$ cat config.mk
export PLATFORM = sky130hd
export DESIGN_NAME = conn_table_arbiter
export DESIGN_NICKNAME = d
export VERILOG_FILES = /design/src/rtl/conn_table_arbiter.sv
export SDC_FILE = /design/constraint.sdc
export NUM_CORES = 1
export LEC_CHECK = 0
export BUFFER_PORTS_ARGS = -buffer_cell sky130_fd_sc_hd__buf_2
export CAP_MARGIN = 20
export CELL_PAD_IN_SITES_DETAIL_PLACEMENT = 1
export CELL_PAD_IN_SITES_GLOBAL_PLACEMENT = 1
export CORE_AREA = 2 2 193 195
export CTS_CLUSTER_DIAMETER = 60
export DETAILED_ROUTE_END_ITERATION = 16
export DIE_AREA = 0 0 195 197
export PLACE_DENSITY_LB_ADDON = 0.1
export SLEW_MARGIN = 15
export SYNTH_ARGS = -nofsm -noshare
export SYNTH_HDL_FRONTEND = slang
export SYNTH_SLANG_ARGS = --single-unit
export TNS_END_PERCENT = 20
$ cat constraint.sdc
create_clock -name cta_clk -period 2.45 [get_ports cta_clk]
set_input_delay 0.1225 -clock cta_clk [delete_from_list [all_inputs] [get_ports cta_clk]]
set_output_delay 0.1225 -clock cta_clk [all_outputs]
set_load 0.02 [all_outputs]
$ cat src/rtl/conn_table_arbiter.sv
// conn_table_arbiter: round-robin front end that lets the RX and TX paths share one
// connection-searcher port, with a single transaction in flight at a time.
//
// state   | meaning
// --------+-------------------------------------------------------------
// S_IDLE  | no transaction; grant a requester when any valid is seen
// S_ISSUE | drive the latched op onto the searcher for exactly one cycle
// S_WAIT  | wait for searcher done, abort after TIMEOUT cycles
// S_RESP  | one-cycle response pulse to the granted requester
module conn_table_arbiter #(
    parameter int unsigned TIMEOUT = 255
) (
    input  logic         cta_clk,
    input  logic         cta_rst_n,
    input  logic [1:0]   cta_req_valid,
    input  logic [3:0]   cta_req_op,
    input  logic [287:0] cta_req_tuple,
    input  logic [15:0]  cta_req_id,
    output logic [1:0]   cta_req_ready,
    output logic [1:0]   cta_rsp_valid,
    output logic [7:0]   cta_rsp_id,
    output logic [7:0]   cta_rsp_error,
    output logic [1:0]   cta_rs_rq,
    output logic [7:0]   cta_rs_id,
    output logic [143:0] cta_rs_tuple,
    input  logic         cta_rs_done,
    input  logic [7:0]   cta_rs_error,
    input  logic [7:0]   cta_rs_id_in,
    output logic         cta_busy
);

    typedef enum logic [1:0] {
        S_IDLE  = 2'd0,
        S_ISSUE = 2'd1,
        S_WAIT  = 2'd2,
        S_RESP  = 2'd3
    } state_t;

    localparam logic [15:0] WAIT_LAST = 16'(TIMEOUT - 1);
    localparam logic [7:0]  ERR_ILLEGAL = 8'hFE;
    localparam logic [7:0]  ERR_TIMEOUT = 8'hFF;

    state_t         r_state;
    state_t         w_state_nxt;
    logic           r_ptr;
    logic           r_gnt;
    logic [1:0]     r_op;
    logic [143:0]   r_tuple;
    logic [7:0]     r_id;
    logic [15:0]    r_cnt;
    logic [7:0]     r_rsp_id;
    logic [7:0]     r_rsp_err;

    logic           w_grant;
    logic           w_sel;
    logic           w_timeout;
    logic [1:0]     w_sel_op;
    logic [143:0]   w_sel_tuple;
    logic [7:0]     w_sel_id;

    // Reset gating keeps the ready pulse quiet while the block is held in reset.
    always_comb begin
        w_grant = (r_state == S_IDLE) && (cta_req_valid != 2'b00) && cta_rst_n;
        if (cta_req_valid == 2'b11) begin
            w_sel = r_ptr;
        end else begin
            w_sel = cta_req_valid[1];
        end
        w_sel_op    = w_sel ? cta_req_op[3:2]        : cta_req_op[1:0];
        w_sel_tuple = w_sel ? cta_req_tuple[287:144] : cta_req_tuple[143:0];
        w_sel_id    = w_sel ? cta_req_id[15:8]       : cta_req_id[7:0];
    end

    always_comb begin
        w_state_nxt = r_state;
        w_timeout   = 1'b0;
        case (r_state)
            S_IDLE: begin
                if (w_grant) begin
                    w_state_nxt = S_ISSUE;
                end
            end
            S_ISSUE: begin
                w_state_nxt = (r_op == 2'b00) ? S_RESP : S_WAIT;
            end
            S_WAIT: begin
                if (cta_rs_done) begin
                    w_state_nxt = S_RESP;
                end else if (r_cnt == WAIT_LAST) begin
                    w_timeout   = 1'b1;
                    w_state_nxt = S_RESP;
                end
            end
            S_RESP: begin
                w_state_nxt = S_IDLE;
            end
            default: begin
                w_state_nxt = S_IDLE;
            end
        endcase
    end

    always_ff @(posedge cta_clk or negedge cta_rst_n) begin
        if (!cta_rst_n) begin
            r_state <= S_IDLE;
        end else begin
            r_state <= w_state_nxt;
        end
    end

    always_ff @(posedge cta_clk or negedge cta_rst_n) begin
        if (!cta_rst_n) begin
            r_ptr   <= 1'b0;
            r_gnt   <= 1'b0;
            r_op    <= 2'b00;
            r_tuple <= '0;
            r_id    <= '0;
        end else if (w_grant) begin
            r_gnt   <= w_sel;
            r_ptr   <= ~w_sel;
            r_op    <= w_sel_op;
            r_tuple <= w_sel_tuple;
            r_id    <= w_sel_id;
        end
    end

    // Counter sits at zero outside WAIT, so it is already cleared on entry.
    always_ff @(posedge cta_clk or negedge cta_rst_n) begin
        if (!cta_rst_n) begin
            r_cnt <= '0;
        end else if (r_state == S_WAIT) begin
            r_cnt <= r_cnt + 16'd1;
        end else begin
            r_cnt <= '0;
        end
    end

    always_ff @(posedge cta_clk or negedge cta_rst_n) begin
        if (!cta_rst_n) begin
            r_rsp_id  <= '0;
            r_rsp_err <= '0;
        end else if ((r_state == S_ISSUE) && (r_op == 2'b00)) begin
            r_rsp_id  <= 8'h00;
            r_rsp_err <= ERR_ILLEGAL;
        end else if (r_state == S_WAIT) begin
            if (cta_rs_done) begin
                r_rsp_id  <= cta_rs_id_in;
                r_rsp_err <= cta_rs_error;
            end else if (w_timeout) begin
                r_rsp_id  <= 8'h00;
                r_rsp_err <= ERR_TIMEOUT;
            end
        end
    end

    always_comb begin
        cta_req_ready = 2'b00;
        if (w_grant) begin
            cta_req_ready = w_sel ? 2'b10 : 2'b01;
        end
        cta_rsp_valid = 2'b00;
        if (r_state == S_RESP) begin
            cta_rsp_valid = r_gnt ? 2'b10 : 2'b01;
        end
        cta_rs_rq     = (r_state == S_ISSUE) ? r_op : 2'b00;
        cta_rs_tuple  = r_tuple;
        cta_rs_id     = r_id;
        cta_rsp_id    = r_rsp_id;
        cta_rsp_error = r_rsp_err;
        cta_busy      = (r_state != S_IDLE);
    end

endmodule

==> results of run 1 <==
## worst max path at each step
stage / from / cells after the start / slack [ps] / end
after CTS: r_state[1]$_DFFE_PN0P_ / 5 / 10 / cta_req_ready[1]
final: r_state[0]$_DFFE_PN0P_ / 6 / 220 / cta_req_ready[0]
after detailed placement: r_state[1]$_DFFE_PN0P_ / 6 / 350 / cta_rs_tuple[90]$_DFFE_PN0P_
after global placement: r_state[0]$_DFFE_PN0P_ / 7 / 420 / cta_rs_tuple[128]$_DFFE_PN0P_
after global routing: r_state[0]$_DFFE_PN0P_ / 6 / 80 / cta_req_ready[0]
after floorplan: r_state[0]$_DFFE_PN0P_ / 7 / 700 / cta_rs_tuple[108]$_DFFE_PN0P_
## power breakdown
part           switching, mW  internal, mW
combinational           4.45          2.43
sequential             0.714          4.49
clock                   1.28          1.53
total                   6.44          8.45
## registers in the layout, summed over array words and instances, names as in the netlist, 2 cells and up
name / flops
cta_rsp_error: 8
cta_rsp_id: 8
r_cnt: 16
cta_rs_id: 8
r_op: 2
cta_rs_tuple: 144
r_state: 2
## tightest hold or removal path: stages
cell and delay, ps:
buf_2 80, a22oi_1 140, nand2_1 100
## kinds of logic (layout without fill, tap and decap cells)
| group | Yosys count | in the layout | synth area share, % |
|---|---|---|---|
| AO/OA/AOI/OAI | 199 | 199 | 18.21 |
| adder cells (fa/ha/maj) | 7 | 7 | 1.056 |
| AND/OR/NAND/NOR | 384 | 385 | 18.59 |
| multiplexers | 1 | 1 | 0.1810 |
| flip-flops | 190 | 190 | 57.33 |
| buffers and inverters | 67 | 882 | 3.576 |
| other | 0 | 1 | 0 |
| XOR/XNOR | 10 | 10 | 1.056 |
## metal layers
metal | GRT usage [%] | routed length [um] | up-vias
li1 | - | - | 4570
met1 | 24.79 | 17110 | 4653
met2 | 34.80 | 19910 | 425
met3 | 6.520 | 3052 | 100
met4 | 10.23 | 1686 | 2
met5 | 0 | 13 | -
## cells in the mapped netlist (all sizes together) (2+ instances only)
cell type  instances
a21o              10
xor2               8
nand2            331
nor3               8
dfrtp            190
o21ai             11
clkbuf            39
nor2              15
o22ai              7
a21oi              5
and4               4
buf               23
nand4              5
a22oi            154
nand3              4
and2               6
or3                4
inv                4
ha                 7
a31oi              8
xnor2              2
## stage by stage
stage | cell area, sq um | setup slack [ps] | hold slack [ps] | total power [mW] | utilization, %
after floorplan | 8293 | 701.6 | -173.1 | 8.880 | -
after global placement | 11350 | 423.5 | 46.23 | 11.59 | 31.29
after detailed placement | 11350 | 345.5 | 47.15 | 11.71 | 31.29
after CTS | 15160 | 14.25 | 9.744 | 15.04 | 41.82
after global routing | 15200 | 76.86 | 9.688 | 15.94 | 41.92
final | 15200 | 215.6 | 41.34 | 14.89 | 41.93
## layout make-up
| class | instances | area, sq um |
|---|---|---|
| clock inverter | 9 | 112.6 |
| antenna | 1 | 2.502 |
| sequential | 190 | 4755 |
| inverter | 5 | 18.77 |
| clock buffer | 22 | 454.2 |
| tap | 468 | 585.6 |
| multi-input combinational | 602 | 3278 |
| fill | 4251 | 21060 |
| timing repair buffer | 846 | 5997 |
## what timing repair did
item | CTS | global route
hold endpoints to repair | 192 | 0
setup buffers | 1 | 2
cloned | 1 | 1
hold buffers | 320 | 0
endpoints found under the setup margin | 2 | 1
resized for setup | 1 | 2
==> summary.md, run 1 <==
| Metric | Value |
|---|---|
| Status | completed |
| R2R Path Start | r_state[1]$_DFFE_PN0P_ |
| Largest net degree at the start of global routing | 109 |
| Crit-path slowest cell | dfrtp_1 |
| Reg2reg path depth | 7 |
| Crit path kind | reg -> out |
| Synth unique cells | 38 |
| Category of cells accounting for the largest share of critical-path delay | buffers and inverters |
| Die X | 195 um |
| Seq cells post-synth | 190 |
| Post-Syn Instances | 858 |
| First-pass GRT wire length | 62320 um |
| Antenna violations before repair | 3 |
| Final wirelength | 41780 um |
| Syn avg cell area | 9.665 sq um |
| CP startpoint kind | register |
| Commonest non-fill, non-tap cell in the layout | buf_2 |
| Number of synthesized flops with an enable pin | 0 |
| Hold Path End | cta_rs_tuple[140]$_DFFE_PN0P_ |
| Vias per inst | 4.550 |
| Layout cell share with drive strength beyond 1 | 33.99% |
| Area growth from synthesis to layout | 83.33% |
| Slew @ Worst Pin | 840.4 ps |
| Initial DRC Count | 335 |
| Worst hold path startpoint | cta_req_tuple[284] |
| Final setup violation count | 0 |
| Post-synthesis sequential area ratio | 57.33% |
| DRC Markers | 0 |
| Syn Nets | 1194 |
| Die Ht | 197 um |
| Most frequent cells in the layout | 502 x buf_2, 331 x nand2_1, 320 x dlygate4sd3_1 |
| Pwr/cell area | 979.7 nW/um^2 |
| Period minus WS final | 2234 ps |
| Hold crit path type | in -> reg |
| Row Count | 70 |
| Largest area contributor in the netlist | dfrtp_1 |
| Max cap viols | 0 |
| Clock sink total | 190 |
| NumNets Final | 1998 |
| Die area | 38420 sq um |
| Worst clock skew | 8.722 ps |
| WP data arrival | 2110 ps |
| Worst R2R End | cta_rs_tuple[127]$_DFFE_PN0P_ |
| Worst hold stages | 3 |
| GPL Wtd Cong | 0.7660 |
| Critical path buffer and inverter count | 3 |
| Req. time, crit path | 2330 ps |
| TritonCTS Buffers | 17 |
| Core area | 36260 sq um |
| Leakage | 7.906 nW |
| Drt pass-1 iters | 6 |
| CTS tree | yes |
| Fmax | 0.4475 GHz |
| Worst-skew pair later-pin latency | 440 ps |
| Post-Place Cells | 1786 |
| Setup TNS Final | 0 ps |
| Post-route insts no fill | 2143 |
| Buffers on Ports | 503 |
| Final period util | 91.20% |
| RSZ-0062 raised after global routing | false |
| Wire per inst | 19.49 um |
| CTS max path bufs | 2 |
| Yosys Warn Count | 0 |
| Critical-path cell list | inv_1, ha_4, o211ai_1, a21oi_4, buf_12, buf_2 |
| Top FF cell, synth | dfrtp_1 |
| Final Hold Vio Count | 0 |
| Max-slew violations | 0 |
| # IOs | 504 |
| Post-route ant nets | 0 |
| Reg clk slew, reported paths | 70 ps |
| Worst vdd ir | 0.0004727 V |
| CP max FO | 46 |
| Register-to-register setup slack | 310 ps |
| Slew margin rel. | 43.97% |
| Clk root buf | clkbuf_16 |
| GR Overflow Total | 0 |
| CP Capture Type | output pin |
| Dpl hpwl | 26250 um |
| Post-Synthesis Cell Area | 8293 sq um |
| Gr usage total | 21.01% |
| Yosys top cell area share | 57.33% |
| Initial core utilization | 22.87% |
| Max stage delay on crit path | 400 ps |
| Number of global-route vias before repair | 10660 |
| H-tree level count | 4 |
| Asr flop ratio synth | 100.0% |
| Vias after detailed routing | 9750 |
| Area contributors post-synth | dfrtp_1 57%, nand2_1 15%, a22oi_1 14%, clkbuf_1 1.8%, buf_2 1.1% |
Note: power is estimated with default switching activity, not from simulation.
==> run 2: changes to the inputs <==
==> constraint.sdc (replaced) <==
create_clock -name cta_clk -period 2.45 [get_ports cta_clk]
set_input_delay 0.245 -clock cta_clk [delete_from_list [all_inputs] [get_ports cta_clk]]
set_output_delay 0.245 -clock cta_clk [all_outputs]
set_load 0.02 [all_outputs]
==> run 2 against run 1 <==
  * Setup slack worse by 61 ps
  * Flip-flop and latch count unchanged
  * Power decreased by 4.0%
  * Clock skew is 5.3 ps higher
  * Global-route usage decreased by 3.4 points
  * Register-to-register slack improved by 80 ps
  * Critical endpoint is now cta_req_ready[1]
==> summary.md, run 2 (synthesis gave the netlist of run 1 again) <==
| Metric | Value |
|---|---|
| Post-Layout Inst Area | 12040 sq um (-21%) |
| Max cap viols | 0 (unchanged) |
| Final Hold Vio Count | 0 (unchanged) |
| TritonCTS Buffers | 17 (unchanged) |
| Status | completed |
| Final wirelength | 34520 um (-17%) |
| Setup TNS Final | 0 ps (unchanged) |
| Die X | 195 um (unchanged) |
| First-pass GRT wire length | 51400 um (-18%) |
| Reg clk slew, reported paths | 80 ps (about the same) |
| Pwr/cell area | 1189 nW/um^2 (+21%) |
| Initial DRC Count | 319 (-4.8%) |
| Vias after detailed routing | 8180 (-16%) |
| DRC Markers | 0 (unchanged) |
| Power, Total | 14.30 mW (-4.0%) |
| CP startpoint kind | register |
| Area growth from synthesis to layout | 45.13% |
| Hold crit path type | in -> reg |
| FF+latch area | 4755 sq um (unchanged) |
| Die Ht | 197 um (unchanged) |
| CTS tree | yes |
| Clk root buf | clkbuf_16 |
| Dpl hpwl | 26240 um (about the same) |
| Drt pass-1 iters | 4 (-2) |
| Post-route ant nets | 0 (unchanged) |
| Max-slew violations | 0 (unchanged) |
| Buffers on Ports | 503 (unchanged) |
| Slew margin rel. | 49.43% (+5.5 points) |
| Core area | 36260 sq um (unchanged) |
| Most frequent cells in the layout | 502 x buf_2, 331 x nand2_1, 190 x dfrtp_1 |
| CP Capture Type | output pin |
| H-tree level count | 4 (unchanged) |
| Antenna violations before repair | 7 (+4) |
| Die area | 38420 sq um (unchanged) |
| WP data arrival | 2050 ps (-60 ps) |
| NumNets Final | 1682 (-16%) |
| Slew @ Worst Pin | 758.6 ps (-81.87 ps) |
| DP Area | 11340 sq um (about the same) |
| Max FFs per register | 144 (unchanged) |
| Clock sink total | 190 (unchanged) |
| Final period util | 93.69% (+2.5 points) |
| Period minus WS final | 2295 ps (+60.90 ps) |
| Req. time, crit path | 2200 ps (-130 ps) |
| Initial core utilization | 22.87% (unchanged) |
| Worst clock skew | 14.00 ps (+5.274 ps) |
| FILL cells | 4348 (+2.3%) |
| Fmax | 0.4357 GHz (-2.7%) |
| CTS max path bufs | 2 (unchanged) |
| GR Overflow Total | 0 (unchanged) |
| Layout cell share with drive strength beyond 1 | 41.72% (+7.7 points) |
| Wire per inst | 18.85 um (-3.3%) |
| Largest net degree at the start of global routing | 112 (+2.8%) |
| GPL Wtd Cong | 0.7543 (-1.5%) |
| Multi-input gate area | 3258 sq um (-0.61%) |
| Vias per inst | 4.468 (-1.8%) |
| Gr usage total | 17.62% (-3.4 points) |
| # IOs | 504 (unchanged) |
| Commonest non-fill, non-tap cell in the layout | buf_2 |
| Worst vdd ir | 0.0004655 V (-1.5%) |
| RSZ-0062 raised after global routing | false |
| Row Count | 70 (unchanged) |
| Leakage | 6.589 nW (-17%) |
| Crit path kind | reg -> out |
| CP max FO | 22 (-52%) |
| Final setup violation count | 0 (unchanged) |
| Worst-skew pair later-pin latency | 440 ps (about the same) |
| Number of global-route vias before repair | 8474 (-21%) |
[run 2: cell types whose count changed in the layout (fill, tap and decap cells not counted), moves of 3 or more]
cell           delta
buf_4             -4
clkinvlp_4        -3
diode_2           +3
dlygate4sd3_1   -312
inv_6             +6
[run 2: layout make-up]
cell class,count,share of cell area (%)
multi-input cells,601,27.07
diodes,4,0.08317
clock buffers,20,3.628
flip-flops and latches,190,39.51
repair buffers,531,23.66
well taps,468,4.865
inverters,5,0.1559
clock inverters,12,1.029
[run 2: what timing repair did]
item	in CTS	in global routing
pin swaps	0	0
endpoints found under the hold margin	29	0
endpoints found under the setup margin	2	1
gates cloned	1	0
setup buffers	1	0
resized for setup	0	2
hold buffers	8	0
[run 2: power by group]
| group | internal (mW) | switching (mW) | total [mW] |
|---|---|---|---|
| combinational | 2.08 | 4.24 | 6.32 |
| clock | 1.44 | 1.34 | 2.78 |
| sequential | 4.49 | 0.714 | 5.20 |
| total | 8.00 | 6.30 | 14.3 |
[run 2: worst paths after layout]
| path | start | endpoint | slack (ps) | cells after the start |
|---|---|---|---|---|
| worst max-delay path | r_state[0]$_DFFE_PN0P_ | cta_req_ready[1] | 150 | 5 |
| max in group asynchronous | cta_rst_n | cta_rs_tuple[82]$_DFFE_PN0P_ | 1130 | 3 |
| worst min-delay path | cta_req_tuple[179] | cta_rs_tuple[35]$_DFFE_PN0P_ | 30 | 3 |
| worst max register to register | r_state[0]$_DFFE_PN0P_ | cta_rs_tuple[3]$_DFFE_PN0P_ | 390 | 9 |
| min in group asynchronous | cta_rst_n | r_cnt[15]$_DFF_PN0_ | 290 | 2 |
| worst min register to register | cta_rs_tuple[62]$_DFFE_PN0P_ | cta_rs_tuple[62]$_DFFE_PN0P_ | 460 | 2 |
[run 2: worst max-delay path, stage by stage, from the launching register on]
cell     delay [ps]
dfrtp_1         400
inv_1           130
ha_2            230
and4_4          460
buf_6           210
buf_2           180
[run 2: through the flow]
step                instances  hold WS [ps]  worst slack, ps  util, %
floorplan                 858        -50.59            701.6        -
global placement         1785         147.8            465.7    31.27
CTS                      1827       0.01793           -13.16    33.15
global route             1829         21.82            16.92    33.18
detailed placement       1785         149.7            376.6    31.27
finish                   1831         25.67            154.7    33.19
[run 2: routing by layer]
metal  vias to the layer above  global-route usage, %  part of all wire [%]
met5                         -                      0                 0.093
met4                         6                  4.835                   1.7
met3                        37                  5.647                   7.9
met2                       338                  30.41                    49
met1                      3860                  21.12                    41
li1                       3939                      -                     -
